[config.mk]
export PLATFORM = sky130hd
export DESIGN_NAME = vga_text_timing
export DESIGN_NICKNAME = d
export VERILOG_FILES = /design/src/rtl/vga_text_timing.sv
export SDC_FILE = /design/constraint.sdc
export NUM_CORES = 1
export LEC_CHECK = 0
export BUFFER_PORTS_ARGS = -buffer_cell sky130_fd_sc_hd__buf_2
export CORE_MARGIN = 1
export CORE_UTILIZATION = 45
export DETAILED_ROUTE_END_ITERATION = 16
export PLACE_DENSITY = 0.67
export SLEW_MARGIN = 20
export SYNTH_ARGS = -nofsm -noshare
export SYNTH_HDL_FRONTEND = slang
export SYNTH_SLANG_ARGS = --single-unit
[constraint.sdc]
create_clock -name clk -period 4.29 [get_ports clk]
set_clock_uncertainty 0.15 [all_clocks]
set_input_delay 0.858 -clock clk [delete_from_list [all_inputs] [get_ports clk]]
set_output_delay 0.858 -clock clk [all_outputs]
set_load 0.01 [all_outputs]
[src/rtl/vga_text_timing.sv]
// Video timing and text-readout address generator. Raster counters, registered cell and VRAM
// address outputs, and a configurable delay line that lines the sync/blank outputs up with the pixel pipeline.
module vga_text_timing #(
   parameter int H_VIS      = 640,
   parameter int H_FP       = 16,
   parameter int H_SYNC     = 96,
   parameter int H_BP       = 48,
   parameter int V_VIS      = 480,
   parameter int V_FP       = 10,
   parameter int V_SYNC     = 2,
   parameter int V_BP       = 33,
   parameter int H_SYNC_POL = 0,
   parameter int V_SYNC_POL = 0,
   parameter int CELL_W     = 8,
   parameter int CELL_H     = 16,
   parameter int COLS       = 80,
   parameter int BPC        = 2,
   parameter int ADDR_W     = 13,
   parameter int PIPE_DELAY = 2
) (
   input  logic                        clk,
   input  logic                        nrst,
   input  logic [ADDR_W-1:0]           startAddr,
   output logic [ADDR_W-1:0]           readoutAddr,
   output logic [$clog2(CELL_W)-1:0]   cellX,
   output logic [$clog2(CELL_H)-1:0]   cellY,
   output logic                        active,
   output logic                        lineStart,
   output logic                        frameStart,
   output logic                        hSync,
   output logic                        vSync,
   output logic                        nVis
);

   localparam int HTOTAL = H_VIS + H_FP + H_SYNC + H_BP;
   localparam int VTOTAL = V_VIS + V_FP + V_SYNC + V_BP;
   localparam int HW     = $clog2(HTOTAL);
   localparam int VW     = $clog2(VTOTAL);
   localparam int CXW    = $clog2(CELL_W);
   localparam int CYW    = $clog2(CELL_H);

   localparam logic [ADDR_W-1:0] BPC_STEP = ADDR_W'(BPC);
   localparam logic [ADDR_W-1:0] ROW_STEP = ADDR_W'(COLS * BPC);
   localparam logic HS_ON  = (H_SYNC_POL != 0);
   localparam logic HS_OFF = ~HS_ON;
   localparam logic VS_ON  = (V_SYNC_POL != 0);
   localparam logic VS_OFF = ~VS_ON;

   logic [HW-1:0]         h_cnt;
   logic [VW-1:0]         v_cnt;
   logic [ADDR_W-1:0]     row_base;
   logic                  h_vis, v_vis, vis;
   logic                  h_last, v_last;
   logic                  hs_now, vs_now;
   logic [PIPE_DELAY:0]   hs_dly, vs_dly, nv_dly;

   always_comb begin
      h_vis  = int'(h_cnt) < H_VIS;
      v_vis  = int'(v_cnt) < V_VIS;
      vis    = h_vis && v_vis;
      h_last = int'(h_cnt) == HTOTAL - 1;
      v_last = int'(v_cnt) == VTOTAL - 1;
      hs_now = (int'(h_cnt) >= H_VIS + H_FP && int'(h_cnt) < H_VIS + H_FP + H_SYNC) ? HS_ON : HS_OFF;
      vs_now = (int'(v_cnt) >= V_VIS + V_FP && int'(v_cnt) < V_VIS + V_FP + V_SYNC) ? VS_ON : VS_OFF;
   end

   always_ff @(posedge clk or negedge nrst) begin
      if (!nrst) begin
         h_cnt <= '0;
         v_cnt <= '0;
      end else if (h_last) begin
         h_cnt <= '0;
         v_cnt <= v_last ? '0 : v_cnt + 1'b1;
      end else begin
         h_cnt <= h_cnt + 1'b1;
      end
   end

   // row_base doubles as the start-address latch: it is loaded straight from startAddr on the
   // last pixel of the frame, so the new frame's first cell reads from the freshly sampled address.
   always_ff @(posedge clk or negedge nrst) begin
      if (!nrst) begin
         row_base <= '0;
      end else if (h_last && v_last) begin
         row_base <= startAddr;
      end else if (h_last && v_vis && (&v_cnt[CYW-1:0])) begin
         row_base <= row_base + ROW_STEP;
      end
   end

   always_ff @(posedge clk or negedge nrst) begin
      if (!nrst) begin
         readoutAddr <= '0;
         cellX       <= '0;
         cellY       <= '0;
         active      <= 1'b0;
         lineStart   <= 1'b0;
         frameStart  <= 1'b0;
      end else begin
         if (vis) begin
            if (h_cnt == '0)
               readoutAddr <= row_base;
            else if (h_cnt[CXW-1:0] == '0)
               readoutAddr <= readoutAddr + BPC_STEP;
         end
         cellX      <= vis ? h_cnt[CXW-1:0] : '0;
         cellY      <= v_cnt[CYW-1:0];
         active     <= vis;
         lineStart  <= vis && (h_cnt == '0);
         frameStart <= (h_cnt == '0) && (v_cnt == '0);
      end
   end

   always_ff @(posedge clk or negedge nrst) begin
      if (!nrst) begin
         hs_dly <= {(PIPE_DELAY+1){HS_OFF}};
         vs_dly <= {(PIPE_DELAY+1){VS_OFF}};
         nv_dly <= '1;
      end else begin
         hs_dly[0] <= hs_now;
         vs_dly[0] <= vs_now;
         nv_dly[0] <= ~vis;
         for (int i = 1; i <= PIPE_DELAY; i++) begin
            hs_dly[i] <= hs_dly[i-1];
            vs_dly[i] <= vs_dly[i-1];
            nv_dly[i] <= nv_dly[i-1];
         end
      end
   end

   assign hSync = hs_dly[PIPE_DELAY];
   assign vSync = vs_dly[PIPE_DELAY];
   assign nVis  = nv_dly[PIPE_DELAY];

endmodule

Yosys cells after proc, flatten, opt, wreduce, memory -nomap -nowiden
Index checks and enable logic that the tools add are counted.
- $add $sub $neg: 4
- multipliers: 0
- divide/modulo/power cells: 0
- magnitude comparators: 6
- equality and inequality tests: 2
- shifts and indexed selects: 0
- muxes and demuxes: 9
- bitwise operators: 1
- reductions and logical operators: 15
- operators by type and width (cell ; count):
    two-way mux 13 bit ; 4
    adder 10 x 1 -> 10 bit, second input constant ; 2
    zero test 10 bit ; 2
    less-than comparator 10 bit, second input constant ; 2
    less-than comparator 10 x 9 -> 1 bit, second input constant ; 2
    two-way mux 10 bit ; 2
    adder 13 x 2 -> 13 bit, second input constant ; 1
    adder 13 x 8 -> 13 bit, second input constant ; 1
    equality test 10 bit, second input constant ; 1
    equality test 10 x 9 -> 1 bit, second input constant ; 1
    greater-or-equal comparator 10 bit, second input constant ; 1
    greater-or-equal comparator 10 x 9 -> 1 bit, second input constant ; 1
    logical AND 1 bit ; 8
    AND reduction 4 bit ; 1
    nonzero test 2 bit ; 2
    zero test 3 bit ; 1
    two-way mux 3 bit ; 1
    two-way mux 1 bit ; 2
    AND reduction 2 bit ; 1
    NOT 1 bit ; 1
- flip-flop bits (word level): 65
- latch bits: 0
- RAM bits: 0
- memory bits (read-only): 0
- bits of input ports: 15
- output and inout port bits: 26
- word-level logic and storage cells: 49
- memories kept: 0

Logic depth before layout (Yosys ltp)
Gate-level depths: netlist of run 1.
- depth in word-level cells: 5
- mapped depth: 8
- gate-level depth less buffers: 7

Worst setup path before layout of run 1
OpenSTA, ideal clock, no wires.
- path kind: flip-flop to flip-flop
- from: register v_cnt[0]
- to: register v_cnt[8]
- library setup time: 0.125 ns
- data arrival time: 1.970 ns
- required time: 4.015 ns
- slack: 2.045 ns
- cell stages (with the launch flop): 9
- buffers on the path: 1
- clock period less this slack: 2.245 ns
- path through: dfrtp_1 -> inv_1 -> ha_1 -> or4b_1 -> nor3_1 -> and3_1 -> buf_2 -> nor2_1 -> mux2_2
- longest elaborated chain between the ends: 2
- elaborated cells between the ends (all ways): 3
- classes of those cells: add/sub (1); eq/ne (1); mux (1)
- ends and longest elaborated chain (what ; RTL line ; text):
    start, declared ; 50 ; logic [VW-1:0] v_cnt;
    start signal, assigned ; 73 ; v_cnt <= v_last ? '0 : v_cnt + 1'b1;
    adder 10 x 1 -> 10 bit / equality test 10 bit (equally long branches) ; 73, 62 ;
    two-way mux 10 bit * ; 73 ;
Mark *: on every way between the ends. The rest lies on a longest branch, timed or not.
A chain may end at the register's enable or synchronous reset.

Worst setup path after layout of run 1
- from: register v_cnt[0]
- to: register row_base[7]
- longest elaborated chain between the ends: 4
- elaborated cells between the ends (all ways): 8
- classes of those cells: order compare (1); eq/ne (1); mux (1); reduce/logical (5)
- ends and longest elaborated chain (what ; RTL line ; text):
    less-than comparator 10 x 9 -> 1 bit ; 59 ; v_vis = int'(v_cnt) < V_VIS;
    logical AND 1 bit (2 in series) ; 86 ; end else if (h_last && v_vis && (&v_cnt[CYW-1:0])) begin
    nonzero test 2 bit (no line) ; -- ;
    end signal, assigned ; 85 ; row_base <= startAddr;
    end signal, assigned ; 87 ; row_base <= row_base + ROW_STEP;
    end, declared ; 51 ; logic [ADDR_W-1:0] row_base;
Parallel ways exist; a longest one is shown, timed or not.

==> out/metrics.cfg, run 1 <==
[status]
status = finished, final reports clean

[placement]
hpwlAfterDp_um = 4338
dpl_cell_area_um2 = 3252
globalplace.congestion = 0.8231
port_buffers = 40
dp_slack_ns = 1.828
dp_cells = 413

[drt]
drcViolationCount = 0
num_vias = 2325
drt_iter0_drc = 135
via_per_inst = 5.420
wirelength_um = 6247
post_drt_wl_per_cell_um = 14.56
dr.pass1.iters = 4
ant_nets = 0

[worst_setup_path]
r2r_cells = 7
critPathRequiredTime_ns = 4.35
crit_start = v_cnt[0]
r2r-end = row_base[7]
critPathKind = reg2reg
rr_startpoint = v_cnt[0]
regToRegSetupSlack_ns = 1.79
crit_end = row_base[7]
cp-start-kind = register
cp_data_arrival_time_ns = 2.56
critical_path.endpoint_type = register
crit_fanout = 13

[layout]
final_cell_area_um2 = 3496
finalNetCount = 368
n_antenna_cell = 0
fin_cells = 429
syn2layout_area_growth_pct = 17.00
layout-drive-gt1-share_pct = 20.45
utilization_pct = 54.74

[synthesis]
syn_inst = 305
syn_area_um2 = 2988
yosysTopAreaCell = dfrtp_1
syn_nets = 326
synth-main-ff-cell = dfrtp_1
seq_area_frac_synth_pct = 54.82
yosys-top-cells-count = dfrtp_1 (56), nand2_1 (45), nor2_1 (29), a21oi_1 (25), nand3_1 (20)
yosys-top-cells-area = dfrtp_1 (47%), dfstp_2 (7.9%), nand2_1 (5.7%)
synth_top_cell_area_share_pct = 46.90
yosysWarnings = 0
synthDistinctLibCells = 40
avgSynthCellArea_um2 = 9.796
yosysMostFrequentCell = dfrtp_1
synth_edf_count = 0
ys_ff_latch = 65
synthArstFlopShare_pct = 100.0

[sta]
max_slew_margin_pct = 47.06
tightest_slew_ns = 0.7869
fin_crit_ns = 2.504
slew_viol_final = 0
period_share_pct = 58.36
fin_tns_setup_ns = 0
max_freq_ghz = 0.3994
hold_violations = 0
worst_slack_ns = 1.786
hold_ws_ns = 0.2063
rsz0062_at_grt = no
finalSetupViolCount = 0

[grt]
grt_pass1_vias = 2201
antenna_found_initial = 0
grt_overflow = 0
grt_max_degree = 47
grt_pass1_wl_um = 10740
track_usage_pct = 19.65

[floorplanning]
die-area_um2 = 6970
num_rows = 29
io_pins = 41
die_w_um = 83.49
core_region_area_um2 = 6386
die_h_um = 83.49
start_util_pct = 46.79

[power]
ir_drop_uv = 228.3
p_total_mw = 1.312
power_density_nw_per_um2 = 375.3
power.leakage_nw = 1.619

[cts]
clk_latency_ns = 0.34
cts_hold_buf = 0
path_clk_slew_ns = 0.07
cts_made_buffers = 9
clkSinkCount = 65
cts_root_buf = clkbuf_8
cts_max_level = 3
clockBufferDepth = 2
cts_tree = built
cts_resized = 0
cts_setup_buffers = 0

[worst_hold_path]
hold_path_class = reg2reg

[job]
max_cap_violations = 0

-- routing by layer --
layer  wire length, um  vias to the layer above  global-route usage [%]  share of wire (%)
met2              2770                       58                   29.66                 44
met1              3059                     1109                   27.38                 49
met5                 0                        -                       0                  0
li1                  -                     1144                       -                  -
met4               133                        0                   9.399                2.1
met3               283                       14                   3.858                4.5
-- cell families (layout without fill, tap and decap cells) --
logic type	Yosys count	after routing	synth area share, %
simple gates	139	139	22.78
flops	65	65	54.82
compound gates	50	50	9.423
xor+xnor	20	20	5.863
buf+inv	20	67	2.848
fa+ha+maj	6	6	2.512
mux	5	5	1.759
-- how the worst min path moves through the flow --
stage	from	endpoint	depth (start not counted)
after floorplan	hs_dly[0]	hs_dly[1]	0
after global placement	nv_dly[0]	nv_dly[1]	0
after detailed placement	hs_dly[1]	hs_dly[2]	0
after CTS	vs_dly[1]	vs_dly[2]	0
after global routing	nv_dly[0]	nv_dly[1]	0
final	vs_dly[1]	vs_dly[2]	0
-- critical path, stage by stage (launching register included) --
cell	delay (ns)
dfrtp_1	0.42
inv_1	0.11
ha_1	0.14
or4b_1	0.42
nor3_1	0.37
nand3_1	0.47
nor2_1	0.24
a21oi_1	0.06
-- report_power, final --
group | total (mW) | leakage, nW | switching, mW | internal (mW)
Sequential | 0.634 | 0.778 | 0.0123 | 0.622
Clock | 0.637 | 0.120 | 0.236 | 0.401
Combinational | 0.0411 | 0.722 | 0.0247 | 0.0165
-- cell usage in the layout, fill, tap and decap left out, drive strengths merged, types with 4 or more instances in the layout --
master / n
o21ai: 16
nor2: 29
nor4: 4
nand2: 45
dfrtp: 56
clkbuf: 11
and3: 8
dfstp: 9
buf: 43
xor2: 8
ha: 6
nand3: 21
a21oi: 25
inv: 8
nand4: 7
nor3: 9
xnor2: 12
-- cell type report --
cell class,count,area [um2]
clock buffers,11,141.4
clock inverters,5,102.6
fillers,583,2890
inverters,8,30.03
multi-input cells,220,1265
flip-flops and latches,65,1638
well taps,77,96.34
repair buffers,43,222.7
-- state kept, by name, summed over array words and instances, names as in the netlist --
register and count:
active 1, cellX 3, cellY 4, frameStart 1, h_cnt 10, hs_dly 3, lineStart 1, nv_dly 3
readoutAddr 13, row_base 13, v_cnt 10, vs_dly 3
Note: power is estimated with default switching activity, not from simulation.
==> run 2: changes to the inputs <==
--- a/config.mk
+++ b/config.mk
@@ -5,11 +5,12 @@
 export SDC_FILE = /design/constraint.sdc
 export NUM_CORES = 1
 export LEC_CHECK = 0
+export ABC_AREA = 1
 export BUFFER_PORTS_ARGS = -buffer_cell sky130_fd_sc_hd__buf_2
 export CORE_MARGIN = 1
 export CORE_UTILIZATION = 45
 export DETAILED_ROUTE_END_ITERATION = 16
-export PLACE_DENSITY = 0.67
+export PLACE_DENSITY = 0.66
 export SLEW_MARGIN = 20
 export SYNTH_ARGS = -nofsm -noshare
 export SYNTH_HDL_FRONTEND = slang
==> constraint.sdc (replaced) <==
create_clock -name clk -period 2.5 [get_ports clk]
set_clock_uncertainty 0.15 [all_clocks]
set_input_delay 0.5 -clock clk [delete_from_list [all_inputs] [get_ports clk]]
set_output_delay 0.5 -clock clk [all_outputs]
set_load 0.01 [all_outputs]
==> out/metrics.cfg, run 2 <==
[floorplanning]
die_w_um = 89.37  ; +7.0%
die-area_um2 = 7986  ; +15%
num_rows = 31  ; +6.9%
core_region_area_um2 = 7331  ; +15%
io_pins = 41  ; unchanged
start_util_pct = 46.85  ; +0.064 points
die_h_um = 89.37  ; +7.0%

[worst_setup_path]
cp_data_arrival_time_ns = 2.10  ; -0.46 ns
path_common_cell = nand2_1
crit_path_top_delay_cell = dfrtp_1
r2r_cells = 11  ; +4
path_depth = 11  ; +4
cp_cell_sequence = inv_1 -> ha_1 -> inv_1 -> nor2_1 -> nand3_1 -> nor2_2 -> nand2_1 -> nand2_1 -> nand2_1 -> nand2_1 -> nand2_1
crit_end = row_base[12]
rr_startpoint = v_cnt[0]
critPathKind = reg2reg
crit_buf_inv = 2  ; +1
critPathMaxStageDelay_ns = 0.44  ; -0.03 ns
crit_fanout = 11  ; -2
r2r-end = row_base[12]
crit_family = simple AND/OR/NAND/NOR gates
critical_path.endpoint_type = register
critPathRequiredTime_ns = 2.59  ; -1.76 ns
cp-start-kind = register
regToRegSetupSlack_ns = 0.49  ; -1.30 ns
crit_start = v_cnt[0]

[placement]
hpwlAfterDp_um = 5417  ; +25%
port_buffers = 40  ; unchanged
globalplace.congestion = 0.9055  ; +10%

[worst_hold_path]
hold_path_class = in2async

[synthesis]
seq_area_frac_synth_pct = 47.69  ; -7.1 points
yosys-top-cells-area = dfrtp_1 (41%), nand2_1 (14%), nand3_1 (8.2%)
avgSynthCellArea_um2 = 7.770  ; -21%
yosysMostFrequentCell = nand2_1
yosys-top-cells-count = nand2_1 (131), dfrtp_1 (56), nand3_1 (56), inv_1 (50), nor2_1 (45)
yosysWarnings = 0  ; unchanged
synthArstFlopShare_pct = 100.0  ; unchanged
syn_nets = 463  ; +42%
synth_edf_count = 0  ; unchanged
synthDistinctLibCells = 31  ; -23%
syn_inst = 442  ; +45%
synth_top_cell_area_share_pct = 40.80  ; -6.1 points
yosysTopAreaCell = dfrtp_1
syn_area_um2 = 3435  ; +15%
synth-main-ff-cell = dfrtp_1
ys_ff_latch = 65  ; unchanged

[layout]
layout_common_cells = nand2_1 (131), nand3_1 (56), dfrtp_1 (56)
reg_top3 = readoutAddr (13), row_base (13)
layout_commonest_cell = nand2_1
n_antenna_cell = 0  ; unchanged
syn2layout_area_growth_pct = 14.97
finalNetCount = 512  ; +39%
fill_cells = 686  ; +18%
layout-drive-gt1-share_pct = 17.94  ; -2.5 points

[cts]
clk_latency_ns = 0.35  ; about the same
path_clk_slew_ns = 0.07  ; about the same
cts_root_buf = clkbuf_8
cts_max_level = 3  ; unchanged
clkSinkCount = 65  ; unchanged
cts_setup_buffers = 0  ; unchanged
cts_resized = 0  ; unchanged
cts_hold_buf = 0  ; unchanged
cts_made_buffers = 9  ; unchanged
clockBufferDepth = 2  ; unchanged
cts_tree = built

[power]
power.leakage_nw = 2.080  ; +28%
power_density_nw_per_um2 = 630.6  ; +68%
p_total_mw = 2.490  ; +90%
ir_drop_uv = 241.6  ; +5.8%

[drt]
ant_nets = 0  ; unchanged
post_drt_wl_per_cell_um = 12.71  ; -13%
drt_iter0_drc = 182  ; +35%
num_vias = 2964  ; +27%
drcViolationCount = 0  ; unchanged
via_per_inst = 4.982  ; -8.1%
dr.pass1.iters = 5  ; +1
wirelength_um = 7560  ; +21%

[sta]
slew_viol_final = 0  ; unchanged
tightest_slew_ns = 0.5605  ; -0.2264 ns
rsz0062_at_grt = no
fin_crit_ns = 2.011  ; -0.4926 ns
period_share_pct = 80.44  ; +22 points
finalSetupViolCount = 0  ; unchanged
fin_tns_setup_ns = 0  ; unchanged
max_freq_ghz = 0.4973  ; +24%
hold_violations = 18  ; +18
max_slew_margin_pct = 62.64  ; +16 points
hold_ws_ns = -0.009642  ; -0.2160 ns

[grt]
grt_pass1_wl_um = 12220  ; +14%
antenna_found_initial = 0  ; unchanged
track_usage_pct = 20.46  ; +0.81 points
grt_overflow = 0  ; unchanged
grt_max_degree = 44  ; -6.4%
grt_pass1_vias = 2643  ; +20%

[status]
status = complete, but fails checks
violations = hold timing

[job]
max_cap_violations = 0  ; unchanged

==> run 2: cell types whose count changed in the layout (fill, tap and decap cells not counted), sizes merged, moves of 4 or more <==
cell / previous run / this run
nand4: 7 / 11
nor2: 29 / 52
and3: 8 / 0
xnor2: 12 / 3
nand2: 45 / 135
inv: 8 / 52
nand3: 21 / 59
a21oi: 25 / 6
clkinv: 1 / 5
==> run 2: per-stage QoR <==
step	util (%)	std cells	area [um2]	setup WS, ns
final	53.87	595	3949	0.4891
after CTS	53.87	595	3949	0.5093
after global placement	51.19	579	3752	0.5902
after floorplan	-	442	3435	0.7968
after global routing	53.87	595	3949	0.2655
after detailed placement	51.19	579	3752	0.5453
==> run 2: layout make-up <==
cell class	count	area, um2	share of cell area, %
timing repair buffer	45	250.2	6.337
clock buffer	10	127.6	3.232
sequential	65	1638	41.48
clock inverter	6	68.82	1.743
tap	99	123.9	3.137
multi-input combinational	317	1540	39.01
inverter	53	200.2	5.070
==> run 2: power by group <==
group / switching [mW] / internal, mW
combinational: 0.229 / 0.158
clock: 0.432 / 0.464
sequential: 0.0892 / 1.12
==> run 2: kinds of logic after synthesis <==
kind of cell	share of synthesized area [%]
buffers and inverters	7.468
AO/OA/AOI/OAI	3.825
AND/OR/NAND/NOR	35.77
XOR/XNOR	3.060
flip-flops	47.69
adder cells (fa/ha/maj)	2.186
==> run 2: worst reg2reg max path, delay by kind of cell, from the launching register on <==
| family | cells | cell delay, ns |
|---|---|---|
| AND/OR/NAND/NOR | 8 | 1.01 |
| buffers and inverters | 2 | 0.15 |
| flip-flops | 1 | 0.44 |
| adder cells (fa/ha/maj) | 1 | 0.15 |
==> run 2: layer usage <==
| metal | routed length [um] | global-route usage (%) | part of all wire (%) | up-vias |
|---|---|---|---|---|
| li1 | - | - | - | 1498 |
| met1 | 3497 | 27.85 | 46 | 1371 |
| met2 | 3535 | 31.99 | 47 | 81 |
| met3 | 391 | 4.155 | 5.2 | 14 |
| met4 | 135 | 8.369 | 1.8 | 0 |
| met5 | 0 | 0 | 0 | - |
==> run 2: how the worst min path moves through the flow <==
stage	from	cells after the start	slack [ns]	to
4_1_cts	nrst	1	0.01	readoutAddr[10]
6_report	nrst	1	-0.01	h_cnt[7]
3_3_place_gp	vs_dly[1]	0	0.20	vs_dly[2]
3_5_place_dp	nv_dly[0]	0	0.20	nv_dly[1]
5_1_grt	nrst	1	0.02	readoutAddr[10]
2_1_floorplan	nrst	0	0.05	active
==> run 3: changes to the inputs <==
--- a/config.mk
+++ b/config.mk
@@ -5,12 +5,12 @@
 export SDC_FILE = /design/constraint.sdc
 export NUM_CORES = 1
 export LEC_CHECK = 0
-export ABC_AREA = 1
+export ABC_AREA = 0
 export BUFFER_PORTS_ARGS = -buffer_cell sky130_fd_sc_hd__buf_2
 export CORE_MARGIN = 1
 export CORE_UTILIZATION = 45
 export DETAILED_ROUTE_END_ITERATION = 16
-export PLACE_DENSITY = 0.66
+export PLACE_DENSITY = 0.69
 export SLEW_MARGIN = 20
 export SYNTH_ARGS = -nofsm -noshare
 export SYNTH_HDL_FRONTEND = slang
==> constraint.sdc (replaced) <==
create_clock -name clk -period 1.7 [get_ports clk]
set_clock_uncertainty 0.15 [all_clocks]
set_input_delay 0.34 -clock clk [delete_from_list [all_inputs] [get_ports clk]]
set_output_delay 0.34 -clock clk [all_outputs]
set_load 0.01 [all_outputs]
==> out/metrics.cfg, run 3 (same netlist as run 1, synthesis figures left out) <==
[drt]
num_vias = 2888  ; -2.6%
drcViolationCount = 0  ; unchanged
post_drt_wl_per_cell_um = 17.51  ; +38%
drt_iter0_drc = 212  ; +16%
wirelength_um = 8895  ; +18%
via_per_inst = 5.685  ; +14%
ant_nets = 0  ; unchanged
dr.pass1.iters = 4  ; -1

[worst_setup_path]
critPathKind = reg2reg
crit_fanout = 4  ; -7
cp-start-kind = register
critical_path.endpoint_type = register
critPathRequiredTime_ns = 1.78  ; -0.81 ns
cp_data_arrival_time_ns = 2.18  ; +0.08 ns

[cts]
clk_latency_ns = 0.34  ; about the same
path_clk_slew_ns = 0.07  ; about the same
cts_made_buffers = 9  ; unchanged
cts_max_level = 3  ; unchanged
cts_tree = built
cts_root_buf = clkbuf_8
clockBufferDepth = 2  ; unchanged
clkSinkCount = 65  ; unchanged

[sta]
worst_slack_ns = -0.4025  ; -0.8916 ns
finalSetupViolCount = 37  ; +37
max_slew_margin_pct = 53.40  ; -9.2 points
tightest_slew_ns = 0.6990  ; +0.1385 ns
fin_crit_ns = 2.103  ; +0.09158 ns
rsz0062_at_grt = yes
period_share_pct = 123.7  ; +43 points
slew_viol_final = 0  ; unchanged
max_freq_ghz = 0.4756  ; -4.4%
hold_violations = 0  ; -18

[worst_hold_path]
hold_path_class = in2reg

[status]
violations = setup timing
status = complete, but fails checks

[layout]
fin_cells = 508  ; -15%
syn2layout_area_growth_pct = 55.95
utilization_pct = 72.96  ; +19 points
final_cell_area_um2 = 4659  ; +18%
fill_cells = 429  ; -37%
ff_latch_area_um2 = 1638  ; unchanged
reg_top3 = readoutAddr (13), row_base (13)
layout_common_cells = dfrtp_1 (56), buf_4 (55), buf_2 (40)
finalNetCount = 447  ; -13%
layout-drive-gt1-share_pct = 51.97  ; +34 points
layout_commonest_cell = dfrtp_1
multiInputGateArea_um2 = 1725  ; +12%
n_antenna_cell = 0  ; unchanged

[floorplanning]
die-area_um2 = 6970  ; -13%
die_h_um = 83.49  ; -6.6%
num_rows = 29  ; -6.5%
start_util_pct = 46.79  ; -0.064 points
die_w_um = 83.49  ; -6.6%
io_pins = 41  ; unchanged
core_region_area_um2 = 6386  ; -13%

[grt]
grt_pass1_wl_um = 13720  ; +12%
grtUsageMet3_pct = 6.034  ; +1.9 points
grt_use_met2_pct = 40.91  ; +8.9 points
grt_overflow = 0  ; unchanged
grt_max_degree = 66  ; +50%
grt_pass1_vias = 2810  ; +6.3%
grt.met1_usage_pct = 31.57  ; +3.7 points
track_usage_pct = 25.57  ; +5.1 points
antenna_found_initial = 0  ; unchanged
busiest_layer = met2

[placement]
hpwlAfterDp_um = 5031  ; -7.1%
dp_slack_ns = -0.4009  ; -0.9462 ns
port_buffers = 40  ; unchanged
dpl_cell_area_um2 = 3757  ; +0.13%
dp_cells = 464  ; -20%
globalplace.congestion = 0.8443  ; -6.8%

[power]
ir_drop_uv = 500.5  ; +110%
power_density_nw_per_um2 = 637.3  ; +1.1%
power.leakage_nw = 2.134  ; +2.6%

[job]
max_cap_violations = 0  ; unchanged

==> run 3: cell type report <==
cell class                 instances  area share, %
timing repair buffer             121          21.03
tap                               77          2.068
sequential                        65          35.15
inverter                           8         0.7519
clock buffer                      14          3.706
multi-input combinational        221          37.03
clock inverter                     2         0.2685
==> run 3: critical path, stage by stage (launching register included) <==
cell and delay [ns]:
dfrtp_1 0.42, inv_2 0.10, ha_4 0.13, or4b_4 0.46, nor3_4 0.22, and3_4 0.24
nor2_2 0.03, mux2_2 0.24
==> run 3: path summary, 6_finish.rpt <==
check / cells past startpoint / slack [ns] / to / start
max in group asynchronous: 3 / 0.68 / vs_dly[2] / nrst
worst max-delay path: 7 / -0.40 / v_cnt[8] / v_cnt[1]
worst max register to register: 7 / -0.40 / v_cnt[8] / v_cnt[1]
min in group asynchronous: 3 / 0.40 / cellX[0] / nrst
worst min register to register: 0 / 0.21 / hs_dly[2] / hs_dly[1]
worst min-delay path: 3 / 0.05 / row_base[4] / startAddr[4]
==> run 3: layer usage <==
metal	part of all wire [%]	vias up
li1	-	1307
met1	39	1442
met3	4.7	40
met2	52	99
met4	4.4	0
met5	0	-
==> run 3: report_power, final <==
part / switching [mW] / internal [mW] / total [mW]
combinational: 0.0755 / 0.0517 / 0.127
sequential: 0.0362 / 1.57 / 1.61
clock: 0.589 / 0.648 / 1.24
==> run 3: stage by stage <==
stage | setup TNS, ns | hold slack, ns | total power, mW
2_1_floorplan | -5.920 | -0.1056 | 1.662
3_3_place_gp | -7.299 | 0.1957 | 1.738
3_5_place_dp | -9.078 | 0.1998 | 1.741
4_1_cts | -7.240 | 0.02873 | 2.986
5_1_grt | -12.11 | 0.04953 | 3.089
6_report | -9.394 | 0.04521 | 2.970
==> run 3: repair_timing <==
item	in CTS	in global routing
resized for setup	85	43
hold buffers	1	0
endpoints found under the hold margin	56	0
gates cloned	5	0
setup endpoints to repair	42	42
pin swaps	28	19
buffers inserted	15	11
